--- src/rtl/dmem_responder.sv ---
// Memory-side responder for the M-stage load/store port: word/byte accesses
// with a fixed wait-state count, misalignment flagging and a stall to the pipeline.
module dmem_responder #(
  parameter int DEPTH   = 64,
  parameter int LATENCY = 2
) (
  input  logic        clk,
  input  logic        reset,
  input  logic        memreadM,
  input  logic        memwriteM,
  input  logic        byteM,
  input  logic [31:0] addrM,
  input  logic [31:0] writedataM,
  output logic [31:0] readdataM,
  output logic        stallM,
  output logic        misalignM
);
  localparam int AW = $clog2(DEPTH);

  logic [31:0]   mem_q [DEPTH];
  logic          req, is_load, mis, commit, we;
  logic [AW-1:0] idx;
  logic [1:0]    lane;
  logic [7:0]    lane_byte;
  logic [31:0]   rd_word, load_val, wdata;
  logic [3:0]    wmask;
  logic          unused_addr_bits;

  assign req              = memreadM | memwriteM;
  assign is_load          = memreadM & ~memwriteM;  // store wins when both strobes are high
  assign mis              = ~byteM & (addrM[1:0] != 2'b00);
  assign idx              = addrM[AW+1:2];
  assign lane             = addrM[1:0];
  assign unused_addr_bits = ^addrM[31:AW+2];

  assign rd_word   = mem_q[idx];
  assign lane_byte = rd_word[8*lane +: 8];
  assign load_val  = mis   ? 32'd0 :
                     byteM ? {{24{lane_byte[7]}}, lane_byte} : rd_word;

  assign wdata = byteM ? {4{writedataM[7:0]}} : writedataM;
  assign wmask = byteM ? (4'b0001 << lane) : 4'b1111;
  assign we    = commit & memwriteM & ~mis & ~reset;

  always_ff @(posedge clk) begin
    if (we) begin
      for (int i = 0; i < 4; i++) begin
        if (wmask[i]) mem_q[idx][8*i +: 8] <= wdata[8*i +: 8];
      end
    end
  end

  generate
    if (LATENCY == 0) begin : g_comb
      assign commit    = req;
      assign stallM    = 1'b0;
      assign misalignM = req & mis;
      assign readdataM = is_load ? load_val : 32'd0;
    end else begin : g_fsm
      typedef enum logic [1:0] {IDLE, BUSY, DONE} state_t;
      localparam logic [3:0] CNT_INIT = 4'(LATENCY - 1);

      state_t      state_q, state_d;
      logic [3:0]  cnt_q, cnt_d;
      logic [31:0] rdata_q;
      logic        mis_q;

      always_comb begin
        state_d   = state_q;
        cnt_d     = cnt_q;
        commit    = 1'b0;
        stallM    = 1'b0;
        readdataM = 32'd0;
        misalignM = 1'b0;
        case (state_q)
          IDLE: begin
            if (req) begin
              stallM = 1'b1;
              cnt_d  = CNT_INIT;
              if (LATENCY == 1) begin
                commit  = 1'b1;
                state_d = DONE;
              end else begin
                state_d = BUSY;
              end
            end
          end
          BUSY: begin
            stallM = 1'b1;
            cnt_d  = cnt_q - 4'd1;
            if (cnt_d == 4'd0) begin
              commit  = 1'b1;
              state_d = DONE;
            end
          end
          DONE: begin
            readdataM = rdata_q;
            misalignM = mis_q;
            state_d   = IDLE;
          end
          default: state_d = IDLE;
        endcase
      end

      // The response is latched at the commit edge so DONE ignores the held inputs.
      always_ff @(posedge clk) begin
        if (reset) begin
          state_q <= IDLE;
          cnt_q   <= 4'd0;
          rdata_q <= 32'd0;
          mis_q   <= 1'b0;
        end else begin
          state_q <= state_d;
          cnt_q   <= cnt_d;
          if (commit) begin
            rdata_q <= is_load ? load_val : 32'd0;
            mis_q   <= mis;
          end
        end
      end
    end
  endgenerate
endmodule

--- config.mk ---
export PLATFORM = sky130hd
export DESIGN_NAME = dmem_responder
export DESIGN_NICKNAME = d
export VERILOG_FILES = /design/src/rtl/dmem_responder.sv
export SDC_FILE = /design/constraint.sdc
export NUM_CORES = 2
export LEC_CHECK = 0
export ABC_AREA = 1
export BUFFER_PORTS_ARGS = -buffer_cell sky130_fd_sc_hd__buf_2
export CAP_MARGIN = 30
export CORE_UTILIZATION = 59
export CTS_BUF_LIST = sky130_fd_sc_hd__clkbuf_4 sky130_fd_sc_hd__clkbuf_8
export CTS_CLUSTER_SIZE = 20
export DETAILED_ROUTE_END_ITERATION = 12
export PLACE_DENSITY_LB_ADDON = 0.08
export SLEW_MARGIN = 30
export SYNTH_ARGS = -nofsm -noshare
export SYNTH_HDL_FRONTEND = slang
export SYNTH_SLANG_ARGS = --single-unit
--- constraint.sdc ---
create_clock -name clk -period 2.9 [get_ports clk]
set_clock_uncertainty 0.1 [all_clocks]
set_input_delay 0.29 -clock clk [delete_from_list [all_inputs] [get_ports clk]]
set_output_delay 0.29 -clock clk [all_outputs]
set_load 0.02 [all_outputs]
==> flow_metrics.py <==
metrics = {
    "route": {
        "wire_per_inst_um": 24.7,
        "drc": 0,
        "ant_nets": 0,
        "wl_um": 254000,
        "vias": 59100,
        "firstDrtPassIters": 6,
        "via_per_inst": 5.74,
        "first_iter_violations": 7278,
    },
    "floorplan": {
        "die_area_mm2": 0.145,
        "rows": 138,
        "start_util": 0.598,
        "die_x_um": 381,
        "design.core.area_mm2": 0.142,
        "ioPinCount": 103,
        "die_h_um": 381,
    },
    "layout": {
        "stdcell_count": 10300,
        "post_route_cells_drive_above_1_share": 0.178,
        "fill_cells": 10000,
        "layout_commonest_cell": "nand2_1",
        "most-common-layout-cells": "nand2_1, edfxtp_1, nor2_1",
        "syn2layout_area_growth_pct": 18.1,
        "num-nets-final": 8217,
    },
    "clock_tree": {
        "path_clk_slew_ps": 60,
        "clk-insertion-delay-late_ps": 1070,
        "htree_num_levels": 5,
        "root_buffer": "clkbuf_8",
        "post_cts_buffers": 0,
        "numCtsBuffers": 344,
        "clockBufferDepth": 4,
        "cts_tree": "built",
        "cts_sinks": 2087,
    },
    "placement": {
        "place_inst": 9640,
        "gp_congestion": 0.956,
        "dp_hpwl_um": 165000,
        "numPortBuffers": 78,
    },
    "logic_synthesis": {
        "synthCells": 7321,
        "synth_compound_area_frac": 0.0655,
        "yosys.area.top_type": "edfxtp_1",
        "synth.area.top_cells": "edfxtp_1, nand2_1, nor2_1",
        "ys_ff_latch": 2087,
        "synth.area.mux_share": 0,
        "yosys.area_share.simple": 0.161,
        "syn_avg_cell_area_um2": 11.6,
        "async_flop_share": 0,
        "synthXorXnorAreaFrac": 0.000206,
        "synth_top_family_by_area": "simple AND/OR/NAND/NOR gates",
        "synthesis.area_mm2": 0.0849,
        "yosysSeqAreaShare": 0.733,
        "synth-edff-count": 2048,
        "yosys.area_share.adder": 0.000295,
        "synth.distinct_cells": 34,
        "synth_nets": 7392,
        "netlist.area_leader.share": 0.724,
        "yosys_warnings": 0,
        "synth_top_flop_cell": "edfxtp_1",
    },
    "sta": {
        "fmax_mhz": 358,
        "layout_min_cycle_time_ps": 2800,
        "maxSlewHeadroom": 0.439,
        "maxSlewViolCount": 0,
        "finalCritPeriodShare": 0.964,
        "finalSetupViolations": 0,
        "tightest_slew_ps": 838,
        "hold_viol_final": 0,
        "tns_ps": 0,
        "hold-worst-slack_ps": 139,
        "rsz0062_at_grt": "false",
    },
    "power_and_ir_drop": {
        "power_density_mw_per_mm2": 618,
        "power_leakage_nw": 38.4,
        "vdd_ir_drop_max_uv": 702,
    },
    "grt": {
        "overflow": 0,
        "grt_pass1_wl_um": 367000,
        "grt_max_degree": 72,
        "grt_usage": 0.348,
        "first_global_vias": 56400,
        "antenna_found_initial": 9,
    },
    "setup_path": {
        "crit_chain": "nor2_1, o21ai_0, dlygate4sd3_1, nand2_1, buf_4",
        "cp-start-kind": "flip-flop",
        "crit_path_end_kind": "output pin",
        "crit_path_top_delay_cell": "dlygate4sd3_1",
        "cp_slowest_stage_delay_ps": 580,
        "worstSetupStartpoint": "g_fsm.state_q[1]",
        "reg2regPathDepth": 13,
        "critPathRequiredTime_ps": 2510,
        "reg2reg_from": "g_fsm.cnt_q[1]",
        "critPathArrivalTime_ps": 2410,
        "critPathKind": "flip-flop to output pin",
        "cp_max_fo": 3,
    },
    "hold_path": {
        "hold_path_depth": 6,
        "worstHoldPathType": "primary input to flip-flop",
        "holdCritStartpoint": "addrM[5]",
    },
    "status": {
        "status": "complete, no violations",
    },
    "run": {
        "max-cap-violations": 0,
    },
}
per-layer routing:
metal	wire [um]	track usage	vias to the layer above
met5	13	0	-
met4	9910	0.141	2
met3	30100	0.0896	475
met2	113000	0.517	3257
met1	101000	0.495	28600
li1	-	-	26800
where the power goes:
part           internal, W  switching [W]
registers           0.0333      0.0000132
logic              0.00125        0.00292
clock network       0.0131         0.0113
critical path: cells and delay by family, from the launching register on:
family                 cells  cell delay, ps
AND/OR/NAND/NOR            2             220
AO/OA/AOI/OAI              1              80
buffers and inverters      2             740
flip-flops                 1             330
Yosys cell counts, drive strengths merged, types with 39 or more instances:
| cell | instances |
|---|---|
| o211ai | 226 |
| a21oi | 107 |
| nor2 | 840 |
| dfxtp | 39 |
| o21ai | 566 |
| a22oi | 55 |
| clkbuf | 161 |
| nand4 | 62 |
| or2 | 75 |
| edfxtp | 2048 |
| nand2 | 2376 |
| nand3 | 123 |
| buf | 240 |
| inv | 377 |
flip-flops by register name, indices dropped and copies added (netlist names):
name / flops
g_fsm.state_q: 2
g_fsm.mis_q: 1
g_fsm.cnt_q: 4
mem_q: 2048
g_fsm.rdata_q: 32
worst paths after layout:
kind | slack (ps) | endpoint
hold / removal | 140 | mem_q[22][7]
setup reg to reg | 130 | mem_q[53][21]
setup / recovery | 100 | stallM
hold reg to reg | 370 | g_fsm.rdata_q[15]
area by class of cell:
cell class                 count  area, um2  area share
tap                         1890       2360      0.0236
antenna                        8       20.0    0.000200
clock buffer                 479       5800      0.0578
clock inverter               116        589     0.00588
inverter                     379       1430      0.0143
timing repair buffer         880       8270      0.0825
multi-input combinational   4454      19500       0.194
sequential                  2087      62300       0.621
through the flow:
step / worst slack [ps] / instance area [um2] / utilization / total power, W
final: 104 / 100000 / 0.705 / 0.0619
after CTS: 32.9 / 100000 / 0.705 / 0.0620
after floorplan: 214 / 84900 / - / 0.0359
after global placement: -431 / 93200 / 0.656 / 0.0379
after detailed placement: -496 / 93200 / 0.656 / 0.0379
after global routing: 4.50 / 100000 / 0.705 / 0.0636
cell families after synthesis:
family | count (synthesis)
DFF | 2087
and+or+nand+nor | 3487
AOI/OAI and AO/OA | 963
xor gates and xnor gates | 2
adders and majority gates | 2
buffers and inverters | 780
what timing repair did:
action                                 4_1_cts  5_1_grt
hold buffers                                47        0
setup endpoints to repair                  182     1569
cloned                                       0        3
endpoints found under the hold margin     1903        0
resized for setup                           18       13
pin swaps                                    1        1
Note: power is estimated with default switching activity, not from simulation.
